==> config.mk <==
export PLATFORM = sky130hd
export DESIGN_NAME = uart_rx_fifo
export DESIGN_NICKNAME = d
export VERILOG_FILES = /design/src/rtl/uart_rx_fifo.sv
export SDC_FILE = /design/constraint.sdc
export NUM_CORES = 1
export LEC_CHECK = 0
export CAP_MARGIN = 20
export CELL_PAD_IN_SITES_DETAIL_PLACEMENT = 1
export CELL_PAD_IN_SITES_GLOBAL_PLACEMENT = 2
export CORE_ASPECT_RATIO = 0.6
export CORE_UTILIZATION = 30
export CTS_BUF_LIST = sky130_fd_sc_hd__clkbuf_2 sky130_fd_sc_hd__clkbuf_4 sky130_fd_sc_hd__clkbuf_8
export DETAILED_ROUTE_END_ITERATION = 8
export MAX_ROUTING_LAYER = met4
export PLACE_DENSITY_LB_ADDON = 0.12
export SYNTH_ARGS = -nofsm -noshare
export SYNTH_HDL_FRONTEND = slang
export SYNTH_SLANG_ARGS = --single-unit
==> constraint.sdc <==
create_clock -name hclk -period 6.1 [get_ports hclk]
set_clock_uncertainty 0.15 [all_clocks]
set_input_delay 1.22 -clock hclk [delete_from_list [all_inputs] [get_ports hclk]]
set_output_delay 1.22 -clock hclk [all_outputs]
set_load 0.02 [all_outputs]
==> src/rtl/uart_rx_fifo.sv <==
// uart_rx_fifo: 8N1 UART receiver with a 16x oversampling baud generator,
// start-bit validation and a small receive FIFO on a valid/ready stream.
//
// Ports:
//   hclk        system clock, rising edge
//   hreset      synchronous active-high reset
//   baud_div    hclk cycles per oversample tick (0 behaves as 1)
//   uart_rxd    asynchronous serial input, idles high
//   rx_data     FIFO head byte
//   rx_valid    FIFO not empty
//   rx_ready    consumer pop (pop = rx_valid & rx_ready)
//   fifo_level  current FIFO occupancy, 0..FIFO_DEPTH
//   frame_err   1-cycle pulse when a stop bit is sampled low
//   overrun     1-cycle pulse when a good byte is dropped on a full FIFO
//   rx_busy     receiver FSM is not idle
module uart_rx_fifo #(
  parameter int unsigned DIV_W      = 16,
  parameter int unsigned FIFO_DEPTH = 4,
  parameter int unsigned LVL_W      = 3
) (
  input  logic             hclk,
  input  logic             hreset,
  input  logic [DIV_W-1:0] baud_div,
  input  logic             uart_rxd,
  output logic [7:0]       rx_data,
  output logic             rx_valid,
  input  logic             rx_ready,
  output logic [LVL_W-1:0] fifo_level,
  output logic             frame_err,
  output logic             overrun,
  output logic             rx_busy
);

  localparam int unsigned PTR_W = (FIFO_DEPTH > 1) ? $clog2(FIFO_DEPTH) : 1;

  typedef enum logic [2:0] {
    S_IDLE  = 3'd0,
    S_START = 3'd1,
    S_DATA  = 3'd2,
    S_STOP  = 3'd3,
    S_BREAK = 3'd4
  } state_e;

  // Registers
  logic             sync1_q, sync2_q;
  state_e           state_q, state_d;
  logic [DIV_W-1:0] div_cnt_q, div_cnt_d;
  logic [3:0]       os_cnt_q, os_cnt_d;
  logic [3:0]       bit_idx_q, bit_idx_d;
  logic [7:0]       shreg_q, shreg_d;
  logic             brk_q, brk_d;
  logic             frame_err_q, frame_err_d;
  logic             overrun_q, overrun_d;
  logic [7:0]       mem_q [FIFO_DEPTH];
  logic [PTR_W-1:0] wr_ptr_q, wr_ptr_d;
  logic [PTR_W-1:0] rd_ptr_q, rd_ptr_d;
  logic [LVL_W-1:0] level_q, level_d;

  // Combinational helpers
  logic             rxd_s;
  logic [DIV_W-1:0] div_max_c;
  logic             tick_c;
  logic             push_c;
  logic             pop_c;
  logic             full_c;
  logic             wr_en_c;

  assign rxd_s = sync2_q;

  // Tick generator: counter parked at 0 in IDLE; >= keeps it safe if baud_div
  // shrinks mid-frame.
  assign div_max_c = (baud_div == '0) ? '0 : baud_div - DIV_W'(1);
  assign tick_c    = (state_q != S_IDLE) && (div_cnt_q >= div_max_c);
  assign div_cnt_d = (state_q == S_IDLE) ? '0 :
                     (tick_c ? '0 : div_cnt_q + DIV_W'(1));

  // State register and datapath registers
  always_ff @(posedge hclk) begin
    if (hreset) begin
      sync1_q     <= 1'b1;
      sync2_q     <= 1'b1;
      state_q     <= S_IDLE;
      div_cnt_q   <= '0;
      os_cnt_q    <= '0;
      bit_idx_q   <= '0;
      shreg_q     <= '0;
      brk_q       <= 1'b0;
      frame_err_q <= 1'b0;
      overrun_q   <= 1'b0;
      wr_ptr_q    <= '0;
      rd_ptr_q    <= '0;
      level_q     <= '0;
      for (int i = 0; i < int'(FIFO_DEPTH); i++) mem_q[i] <= '0;
    end else begin
      sync1_q     <= uart_rxd;
      sync2_q     <= sync1_q;
      state_q     <= state_d;
      div_cnt_q   <= div_cnt_d;
      os_cnt_q    <= os_cnt_d;
      bit_idx_q   <= bit_idx_d;
      shreg_q     <= shreg_d;
      brk_q       <= brk_d;
      frame_err_q <= frame_err_d;
      overrun_q   <= overrun_d;
      wr_ptr_q    <= wr_ptr_d;
      rd_ptr_q    <= rd_ptr_d;
      level_q     <= level_d;
      if (wr_en_c) mem_q[wr_ptr_q] <= shreg_q;
    end
  end

  // Next-state logic
  always_comb begin
    state_d   = state_q;
    os_cnt_d  = tick_c ? os_cnt_q + 4'd1 : os_cnt_q;
    bit_idx_d = bit_idx_q;
    shreg_d   = shreg_q;
    brk_d     = brk_q;
    unique case (state_q)
      S_IDLE: begin
        os_cnt_d  = '0;
        bit_idx_d = '0;
        if (rxd_s) begin
          brk_d = 1'b0;
        end else if (brk_q) begin
          // Line never returned high after a frame error: time out break frames
          state_d = S_BREAK;
        end else begin
          state_d = S_START;
        end
      end
      S_START: begin
        if (tick_c && (os_cnt_q == 4'd7)) begin
          if (!rxd_s) begin
            state_d   = S_DATA;
            os_cnt_d  = '0;
            bit_idx_d = '0;
          end else begin
            state_d = S_IDLE;
          end
        end
      end
      S_DATA: begin
        if (tick_c && (os_cnt_q == 4'd15)) begin
          shreg_d = {rxd_s, shreg_q[7:1]};
          if (bit_idx_q == 4'd7) begin
            state_d  = S_STOP;
            os_cnt_d = '0;
          end else begin
            bit_idx_d = bit_idx_q + 4'd1;
          end
        end
      end
      S_STOP: begin
        if (tick_c && (os_cnt_q == 4'd15)) begin
          state_d = S_IDLE;
          if (!rxd_s) brk_d = 1'b1;
        end
      end
      S_BREAK: begin
        if (rxd_s) begin
          state_d = S_IDLE;
        end else if (tick_c && (os_cnt_q == 4'd15)) begin
          bit_idx_d = (bit_idx_q == 4'd9) ? '0 : bit_idx_q + 4'd1;
        end
      end
      default: state_d = S_IDLE;
    endcase
  end

  // FSM outputs: push request and error pulse source
  always_comb begin
    push_c      = 1'b0;
    frame_err_d = 1'b0;
    if (tick_c && (os_cnt_q == 4'd15)) begin
      if (state_q == S_STOP) begin
        push_c      = rxd_s;
        frame_err_d = !rxd_s;
      end else if ((state_q == S_BREAK) && (bit_idx_q == 4'd9) && !rxd_s) begin
        frame_err_d = 1'b1;
      end
    end
  end

  // FIFO control: a pop at full frees the slot the push lands in
  assign pop_c     = rx_valid && rx_ready;
  assign full_c    = (level_q == LVL_W'(FIFO_DEPTH));
  assign wr_en_c   = push_c && (!full_c || pop_c);
  assign overrun_d = push_c && full_c && !pop_c;
  assign wr_ptr_d  = wr_en_c ? wr_ptr_q + PTR_W'(1) : wr_ptr_q;
  assign rd_ptr_d  = pop_c ? rd_ptr_q + PTR_W'(1) : rd_ptr_q;

  always_comb begin
    level_d = level_q;
    unique case ({wr_en_c, pop_c})
      2'b10:   level_d = level_q + LVL_W'(1);
      2'b01:   level_d = level_q - LVL_W'(1);
      default: level_d = level_q;
    endcase
  end

  assign rx_data    = mem_q[rd_ptr_q];
  assign rx_valid   = (level_q != '0);
  assign fifo_level = level_q;
  assign frame_err  = frame_err_q;
  assign overrun    = overrun_q;
  assign rx_busy    = (state_q != S_IDLE);

endmodule

==> results_dict.tcl, run 1 <==
set metrics [dict create \
    synth_warnings 0 \
    clock_power_share 0.318 \
    io_pins 35 \
    worst_slack_ns 0.3181 \
    crit_required_ns 6.02 \
    finalHoldViolCount 0 \
    place_area_sq_mm 0.005039 \
    cts_tree "yes" \
    powerDensity_mw_per_mm2 242.0 \
    via_per_inst 4.637 \
    dp_slack_ns -0.1822 \
    gr-total-overflow 0 \
    p_sw_frac 0.2802 \
    synth_xor_xnor_area_share 0.06961 \
    routedWlPerCell_um 15.42 \
    place_congestion 0.7688 \
    num_vias 3172 \
    register_area_sq_mm 0.001942 \
    cts_root_buf "clkbuf_8" \
    ctsHoldBuffers 0 \
    synthMuxAreaShare 0.07371 \
    syn_inst 427 \
    crit_arrival_ns 5.71 \
    tns_ns 0 \
    synth_seq_cells 81 \
    cap_violations 0 \
    path_cells "clkdlybuf4s50_1, or4_1, or3_4, or4_1, nand2b_1, buf_4, nand2_1, ha_1, nand4_1, or4_1, o32a_1, a21boi_4, and4_1, nor3b_4, or2_1, buf_12" \
    outcome "finished clean" \
    hp-class "reg2reg" \
    async_flop_share 0 \
    clk_pin_slew_ns 0.08 \
    htree_levels 3 \
    row_count 33 \
    synth_flop_cell "dfxtp_1" \
    grt_antenna_before_repair 0 \
    reg2reg_depth 11 \
    seq_power_share 0.484 \
    yosys.area_share.simple 0.2454 \
    max_slew.worst_pin.slew_ns 0.5862 \
    grt_pass1_vias 3241 \
    cp_max_fo 9 \
    p_leak_nw 1.927 \
    startpoint "baud_div[9]" \
    core_area_sq_mm 0.01379 \
    design_area_sq_mm 0.005250 \
    grt_max_degree 35 \
    clk_latency_ns 0.35 \
    cp_common_cell "or4_1" \
    endpoint "mem_q[0][7]" \
    die_area_sq_mm 0.01476 \
    max_stage_delay_ns 0.56 \
    fillCellCount 1571 \
    min_period_over_period 0.9478 \
    intPower_mw 0.9145 \
    synth_top_family_by_area "simple AND/OR/NAND/NOR gates" \
    grt_pass1_wl_um 17370 \
    period_needed_ns 5.782 \
    multi_input_area_sq_mm 0.002233 \
    ant_nets 0 \
    synth_area_per_cell_sq_um 10.02 \
    syn_area_sq_mm 0.004278 \
    die_height_um 94.50 \
    ys_seq_area_frac 0.4539 \
    maxSlewHeadroom 0.6087 \
    portBuffers 34 \
    dpl.hpwl_um 8135 \
    drc 0 \
    ys_types 53 \
    post_cts_buffers 0 \
    diodes 0 \
    area_growth_pct 22.73 \
    die_w_um 156.2 \
    synth_fa_ha_area_frac 0.06903 \
    clock-sinks 81 \
    synth_nets 470 \
    crit_path_end_kind "flop" \
    slew_viol_final 0 \
    startpoint_type "input port" \
    drive_above_1_share 0.1423 \
    p_sw_mw 0.3560 \
    hold_ws_ns 0.2646 \
    synth_edf_count 32 \
    synth-compound-area-share 0.06230 \
    r2r_slack_ns 2.82 \
    numCtsBuffers 9 \
    finalNetCount 530 \
    fin_util 0.3807 \
    setup_violations 0 \
    timing.rr.start "div_cnt_q[0]" \
    initial_core_util 0.3102 \
    slowest_stage "or4_1" \
    drt_iter0_markers 109 \
    timing.rr.end "fifo_level[2]" \
    globalRouteTotalUtil 0.1604 \
    combPwrFrac 0.198 \
    first_pass_iters 4 \
    max_freq_mhz 173.0 \
    wirelength_um 10550 \
    criticalPathCategory "in2reg" \
    cts.path.max_buffers 2 \
    ir_worst_vdd_mv 0.08612 \
]
[power by group through the flow]
| stage | clock network, mW | registers, mW | logic [mW] |
|---|---|---|---|
| 2_1_floorplan | 0 | 0.616 | 0.155 |
| 3_3_place_gp | 0 | 0.629 | 0.250 |
| 3_5_place_dp | 0 | 0.630 | 0.253 |
| 4_1_cts | 0.425 | 0.617 | 0.253 |
| 5_1_grt | 0.446 | 0.621 | 0.271 |
| 6_report | 0.404 | 0.616 | 0.251 |
[registers in the layout, indices dropped and copies added (netlist names), named ones only]
register,flops
sync1_q,1
frame_err,1
fifo_level,3
shreg_q,8
wr_ptr_q,2
rxd_s,1
os_cnt_q,4
bit_idx_q,4
state_q,3
mem_q,32
brk_q,1
overrun,1
div_cnt_q,16
rd_ptr_q,2
[worst min-delay path by stage]
stage / start / depth (start not counted) / end
6_report: sync1_q / 1 / rxd_s
5_1_grt: sync1_q / 1 / rxd_s
4_1_cts: sync1_q / 1 / rxd_s
2_1_floorplan: sync1_q / 1 / rxd_s
3_5_place_dp: sync1_q / 1 / rxd_s
3_3_place_gp: sync1_q / 1 / rxd_s
[what timing repair did]
item / CTS / global route
hold endpoints to repair: 0 / 0
gates resized for setup: 0 / 3
endpoints found under the setup margin: 0 / 9
[per-layer routing]
layer	vias up	part of all wire	GRT usage
met5	-	0	-
met4	0	0.0058	0.02941
met3	7	0.023	0.03580
met2	26	0.41	0.2299
met1	1529	0.56	0.2298
li1	1610	-	-
[cell usage after synthesis (2+ instances only)]
cell type  number  area share
mux4_2          8       0.042
mux2_2          4       0.011
and3_1          7       0.010
or2_1           2      0.0029
clkbuf_1        9      0.0079
a22oi_1         2      0.0035
o32a_1          2      0.0047
nor3b_1         2      0.0035
nand3_1         7      0.0082
a31o_2          2      0.0041
xor2_1         19       0.039
and4_1          2      0.0041
nor3b_4         2      0.0088
xnor2_1        15       0.031
o21ai_0         5      0.0058
nand3b_1        2      0.0035
or3_1           4      0.0058
or2_2           4      0.0058
dfxtp_1        49        0.23
nor2_1         64       0.056
inv_1          14       0.012
and2_1         35       0.051
nor4_1          4      0.0058
nand2b_1        3      0.0044
ha_1           22       0.064
buf_2           2      0.0023
a21oi_1        14       0.016
mux2i_1         9       0.021
or4_1           4      0.0070
nand4_1         6      0.0088
a311o_1         2      0.0047
nand2_1        38       0.033
edfxtp_1       32        0.22
o21a_1          2      0.0035
nor2b_1         3      0.0044
nor3_1          9       0.011
[logic make-up (layout without fill, tap and decap cells)]
family                   count (synthesis)  count (layout)
AND/OR/NAND/NOR                        203             203
flip-flops                              81              81
AO/OA/AOI/OAI                           37              37
XOR/XNOR                                34              34
buffers and inverters                   28              93
adder cells (fa/ha/maj)                 23              23
multiplexers                            21              21
[per-stage QoR]
step | power (mW) | instances
floorplan | 0.7708 | 427
global placement | 0.8789 | 668
detailed placement | 0.8829 | 668
CTS | 1.296 | 684
global route | 1.338 | 684
finish | 1.270 | 684
[final cells by class]
type	instances	share of cell area
multi-input cells	318	0.4254
flip-flops and latches	81	0.3699
repair buffers	62	0.1096
well taps	192	0.04576
clock buffers	9	0.02359
clock inverters	7	0.01501
inverters	15	0.01072
[layout by cell type, fill, tap and decap left out, types with 9 or more instances in the layout]
cell and n:
nor3_1 9, ha_1 22, nand2_1 38, and2_1 35
clkbuf_8 9, dfxtp_1 49, inv_1 14, nor2_1 64
edfxtp_1 32, mux2i_1 9, xnor2_1 15, clkdlybuf4s50_1 34
a21oi_1 14, xor2_1 19, buf_4 26
[worst max-delay path: cells and delay by family]
kind            cells  cell delay [ns]
simple gates       10             3.01
fa+ha+maj           1             0.15
compound gates      2             0.59
buf+inv             3             0.73
Power figures use the tool's default switching activity.
==> run 2, diff against run 1 <==
- RECOVER_POWER: unset -> 25
==> results_dict.tcl, run 2 (same netlist as run 1, synthesis figures left out) <==
set metrics [dict create \
    cp_max_fo 4 \
    ant_nets 0 \
    drive_above_1_share 0.1382 \
    hold_start "sync1_q" \
    final_common_cell "nor2_1" \
    ir_worst_vdd_mv 0.08607 \
    powerDensity_mw_per_mm2 240.2 \
    hold_depth 1 \
    path_cells "clkdlybuf4s50_1, or4_1, or3_4, or4_1, nand2b_1, and2_1, ha_1, nand2b_1, a2111oi_1, o32a_1, clkbuf_1, nand2_1, and4_1, a221oi_2, mux2_2" \
    largestRegisters "mem_q (32), div_cnt_q (16), shreg_q (8)" \
    grt_use_met3 0.03580 \
    cts_tree "yes" \
    regMostFlops "mem_q" \
    crit_required_ns 6.20 \
    p_leak_nw 1.946 \
    clk_latency_ns 0.36 \
    clk_pin_slew_ns 0.08 \
    core_area_sq_mm 0.01379 \
    die_area_sq_mm 0.01476 \
    initial_core_util 0.3102 \
    drc 0 \
    outcome "finished, violations left" \
    slowest_stage "or4_1" \
    max_slew.worst_pin.slew_ns 1.521 \
    num_vias 3174 \
    hold_ws_ns 0.2644 \
    area_growth_pct 22.49 \
    grt_pass1_vias 3241 \
    reg2reg_depth 10 \
    dp_slack_ns -0.1822 \
    place_congestion 0.7688 \
    period_needed_ns 5.801 \
    routedWlPerCell_um 15.41 \
    die_height_um 94.50 \
    grt_pass1_wl_um 17370 \
    worst_slack_ns 0.2988 \
    finalNetCount 530 \
    largest_reg_flops 32 \
    finalHoldViolCount 0 \
    timing.rr.start "div_cnt_q[0]" \
    criticalPathCategory "in2reg" \
    min_period_over_period 0.9510 \
    io_pins 35 \
    crit_path_end_kind "flop" \
    crit_arrival_ns 5.90 \
    max_freq_mhz 172.4 \
    via_per_inst 4.640 \
    violations "max-capacitance violations, max-slew violations" \
    grtUsageMet2 0.2299 \
    numCtsBuffers 9 \
    max_stage_delay_ns 0.56 \
    first_pass_iters 4 \
    maxSlewHeadroom -0.01389 \
    cap_violations 1 \
    die_w_um 156.2 \
    cts_root_buf "clkbuf_8" \
    post_cts_buffers 0 \
    row_count 33 \
    dpl.hpwl_um 8135 \
    grt_max_degree 35 \
    cts.path.max_buffers 2 \
    timing.rr.end "bit_idx_q[1]" \
    slew_viol_final 35 \
    holdPathEnd "rxd_s" \
    setup_violations 0 \
    globalRouteTotalUtil 0.1604 \
    layout_common_cells "nor2_1 (64), dfxtp_1 (49), nand2_1 (38)" \
    htree_levels 3 \
    portBuffers 34 \
    grt_antenna_before_repair 0 \
    startpoint_type "input port" \
    fin_util 0.3800 \
    r2r_slack_ns 2.79 \
    top_usage_layer "met2" \
    gr-total-overflow 0 \
    wirelength_um 10540 \
    diodes 0 \
    use_met1 0.2298 \
    hp-class "reg2reg" \
    drt_iter0_markers 116 \
    clock-sinks 81 \
]
==> run 2: changes by cell type in the layout (fill, tap and decap cells not counted), sizes merged <==
cell,previous run,this run
clkdlybuf4s50,34,17
clkbuf,9,12
buf,28,25
dlygate4sd3,0,17
==> run 2: cell type report <==
type	instances	area, sq um
timing repair buffer	62	565.5
clock inverter	7	78.83
fill	1573	8551
multi-input combinational	318	2233
sequential	81	1942
inverter	15	56.30
tap	192	240.2
clock buffer	9	123.9
==> run 2: worst max-delay path by stage <==
| stage | from | endpoint | cells past startpoint |
|---|---|---|---|
| floorplan | baud_div[9] | mem_q[2][0] | 15 |
| global placement | baud_div[9] | fifo_level[2] | 16 |
| detailed placement | baud_div[7] | fifo_level[2] | 16 |
| CTS | baud_div[7] | fifo_level[2] | 16 |
| global route | baud_div[9] | fifo_level[2] | 18 |
| finish | baud_div[9] | bit_idx_q[1] | 15 |
==> run 2: repair_timing <==
action / in CTS / in global routing
resized for setup: 0 / 3
hold buffers: 0 / 0
endpoints found under the setup margin: 0 / 9
==> run 2: power by group <==
group | switching [mW] | internal, mW
clock | 0.211 | 0.193
sequential | 0.0295 | 0.586
combinational | 0.114 | 0.125
==> run 2: metal layers <==
layer	wire length, um	vias to the layer above
met4	55	0
met2	4353	20
met1	5922	1535
li1	-	1610
met5	0	-
met3	208	9
==> run 2: through the flow <==
stage / setup TNS [ns] / area, sq um / std cells / power, mW
CTS: 0 / 5241 / 684 / 1.296
global route: -0.001652 / 5240 / 684 / 1.326
global placement: -0.09297 / 5039 / 668 / 0.8789
finish: 0 / 5240 / 684 / 1.259
detailed placement: -2.726 / 5039 / 668 / 0.8829
floorplan: 0 / 4278 / 427 / 0.7708
==> run 2: worst max-delay path: cells and delay by family <==
| family | cells | cell delay, ns |
|---|---|---|
| buffers and inverters | 2 | 0.65 |
| muxes | 1 | 0.38 |
| AOI/OAI and AO/OA | 3 | 1.13 |
| and+or+nand+nor | 8 | 2.24 |
| adders and majority gates | 1 | 0.27 |
==> run 3, diff against run 2 <==
- CORE_ASPECT_RATIO: 0.6 -> 0.7
- GPL_TIMING_DRIVEN: unset -> 0
==> results_dict.tcl, run 3 (same netlist as run 1, synthesis figures left out) <==
set metrics [dict create \
    outcome "finished clean" \
    fillCellCount 1550 \
    die_w_um 144.7 \
    largest_reg_flops 32 \
    numCtsBuffers 9 \
    max_slew.worst_pin.slew_ns 0.7681 \
    grt_pass1_wl_um 16840 \
    dpl.hpwl_um 7728 \
    htree_levels 3 \
    maxSlewHeadroom 0.4879 \
    clock-sinks 81 \
    largestRegisters "mem_q (32), div_cnt_q (16), shreg_q (8)" \
    wirelength_um 10310 \
    portBuffers 33 \
    crit_path_end_kind "flop" \
    ir_worst_vdd_mv 0.1103 \
    grt_pass1_vias 3248 \
    hold_ws_ns 0.2666 \
    grt_max_degree 16 \
    globalRouteTotalUtil 0.1562 \
    p_leak_nw 1.919 \
    initial_core_util 0.3074 \
    first_pass_iters 4 \
    min_period_over_period 0.9711 \
    num_vias 3182 \
    finalHoldViolCount 0 \
    drc 0 \
    drt_iter0_markers 103 \
    clk_latency_ns 0.37 \
    startpoint_type "input port" \
    criticalPathCategory "in2reg" \
    grt_antenna_before_repair 0 \
    cap_violations 0 \
    diodes 0 \
    row_count 36 \
    powerDensity_mw_per_mm2 231.5 \
    core_area_sq_mm 0.01392 \
    cts_root_buf "clkbuf_8" \
    max_freq_mhz 168.8 \
    regMostFlops "mem_q" \
    finalNetCount 525 \
    slew_viol_final 0 \
    gr-total-overflow 0 \
    setup_violations 0 \
    die_area_sq_mm 0.01475 \
    io_pins 35 \
    crit_arrival_ns 5.84 \
    drive_above_1_share 0.1376 \
    period_needed_ns 5.924 \
    die_height_um 101.9 \
    total_power_mw 1.206 \
    crit_required_ns 6.02 \
    routedWlPerCell_um 15.23 \
    clk_pin_slew_ns 0.08 \
    place_congestion 0.7476 \
    layout_common_cells "nor2_1 (63), dfxtp_1 (49), nand2_1 (38)" \
    tns_ns 0 \
    cts_tree "yes" \
    area_growth_pct 21.79 \
    hp-class "reg2reg" \
    via_per_inst 4.700 \
    ant_nets 0 \
    cp_max_fo 9 \
    cts.path.max_buffers 2 \
    final_common_cell "nor2_1" \
]
[run 3: cell types whose count changed in the layout (fill, tap and decap cells not counted), sizes merged]
cell	change
dlymetal6s2s	+3
buf	-10
bufinv	-1
clkinvlp	+1
dlygate4sd2	+1
dlygate4sd3	-2
clkbuf	+6
clkdlybuf4s50	-3
[run 3: final cells by class]
class / instances / area [sq um] / share of cell area
clock inverter: 7 / 53.80 / 0.01033
buffer: 13 / 68.82 / 0.01321
sequential: 81 / 1942 / 0.3727
clock buffer: 9 / 123.9 / 0.02378
inverter: 15 / 56.30 / 0.01081
timing repair buffer: 44 / 419.2 / 0.08045
multi-input combinational: 318 / 2308 / 0.4431
tap: 190 / 237.7 / 0.04563
[run 3: metal layers]
layer / part of all wire / up-vias / global-route usage
li1: - / 1601 / -
met1: 0.54 / 1544 / 0.2152
met2: 0.43 / 28 / 0.2300
met3: 0.024 / 9 / 0.03655
met4: 0.0093 / 0 / 0.03644
met5: 0 / - / -
[run 3: what timing repair did]
| action | 4_1_cts | 5_1_grt |
|---|---|---|
| gates resized for setup | 12 | 16 |
| pin swaps | 3 | 12 |
| setup buffers | 4 | 6 |
| endpoints found under the setup margin | 68 | 51 |
| hold buffers | 0 | 0 |
[run 3: power by group]
group	total, mW	switching [mW]	leakage, nW	internal (mW)
Sequential	0.600	0.0141	0.699	0.586
Combinational	0.248	0.128	1.14	0.120
Clock	0.359	0.208	0.0839	0.150
Total	1.21	0.350	1.92	0.856
[run 3: worst max-delay path: stages]
cell           delay (ns)
dlygate4sd2_1        0.28
or4_4                0.54
or3_4                0.42
or4_4                0.55
nor2_4               0.12
xor2_1               0.17
nand2_1              0.12
ha_4                 0.30
nand4_4              0.08
or4_4                0.54
o32a_1               0.44
a21boi_4             0.24
and4_4               0.27
and3_1               0.16
buf_4                0.17
or2_4                0.22
[run 3: final timing paths]
path / startpoint / end / depth (start not counted) / slack [ns]
worst max register to register: div_cnt_q[0] / bit_idx_q[1] / 10 / 2.73
worst min register to register: sync1_q / rxd_s / 1 / 0.27
worst min-delay path: sync1_q / rxd_s / 1 / 0.27
worst max-delay path: baud_div[7] / mem_q[1][1] / 16 / 0.18
[run 3: metrics by stage]
step / area, sq um / util / setup slack [ns] / instances
2_1_floorplan: 4278 / - / 0.3340 / 427
3_3_place_gp: 4846 / 0.3482 / -1.307 / 650
3_5_place_dp: 4853 / 0.3487 / -1.238 / 651
4_1_cts: 5091 / 0.3658 / 0.02270 / 671
5_1_grt: 5210 / 0.3743 / -0.005422 / 677
6_report: 5210 / 0.3743 / 0.1760 / 677
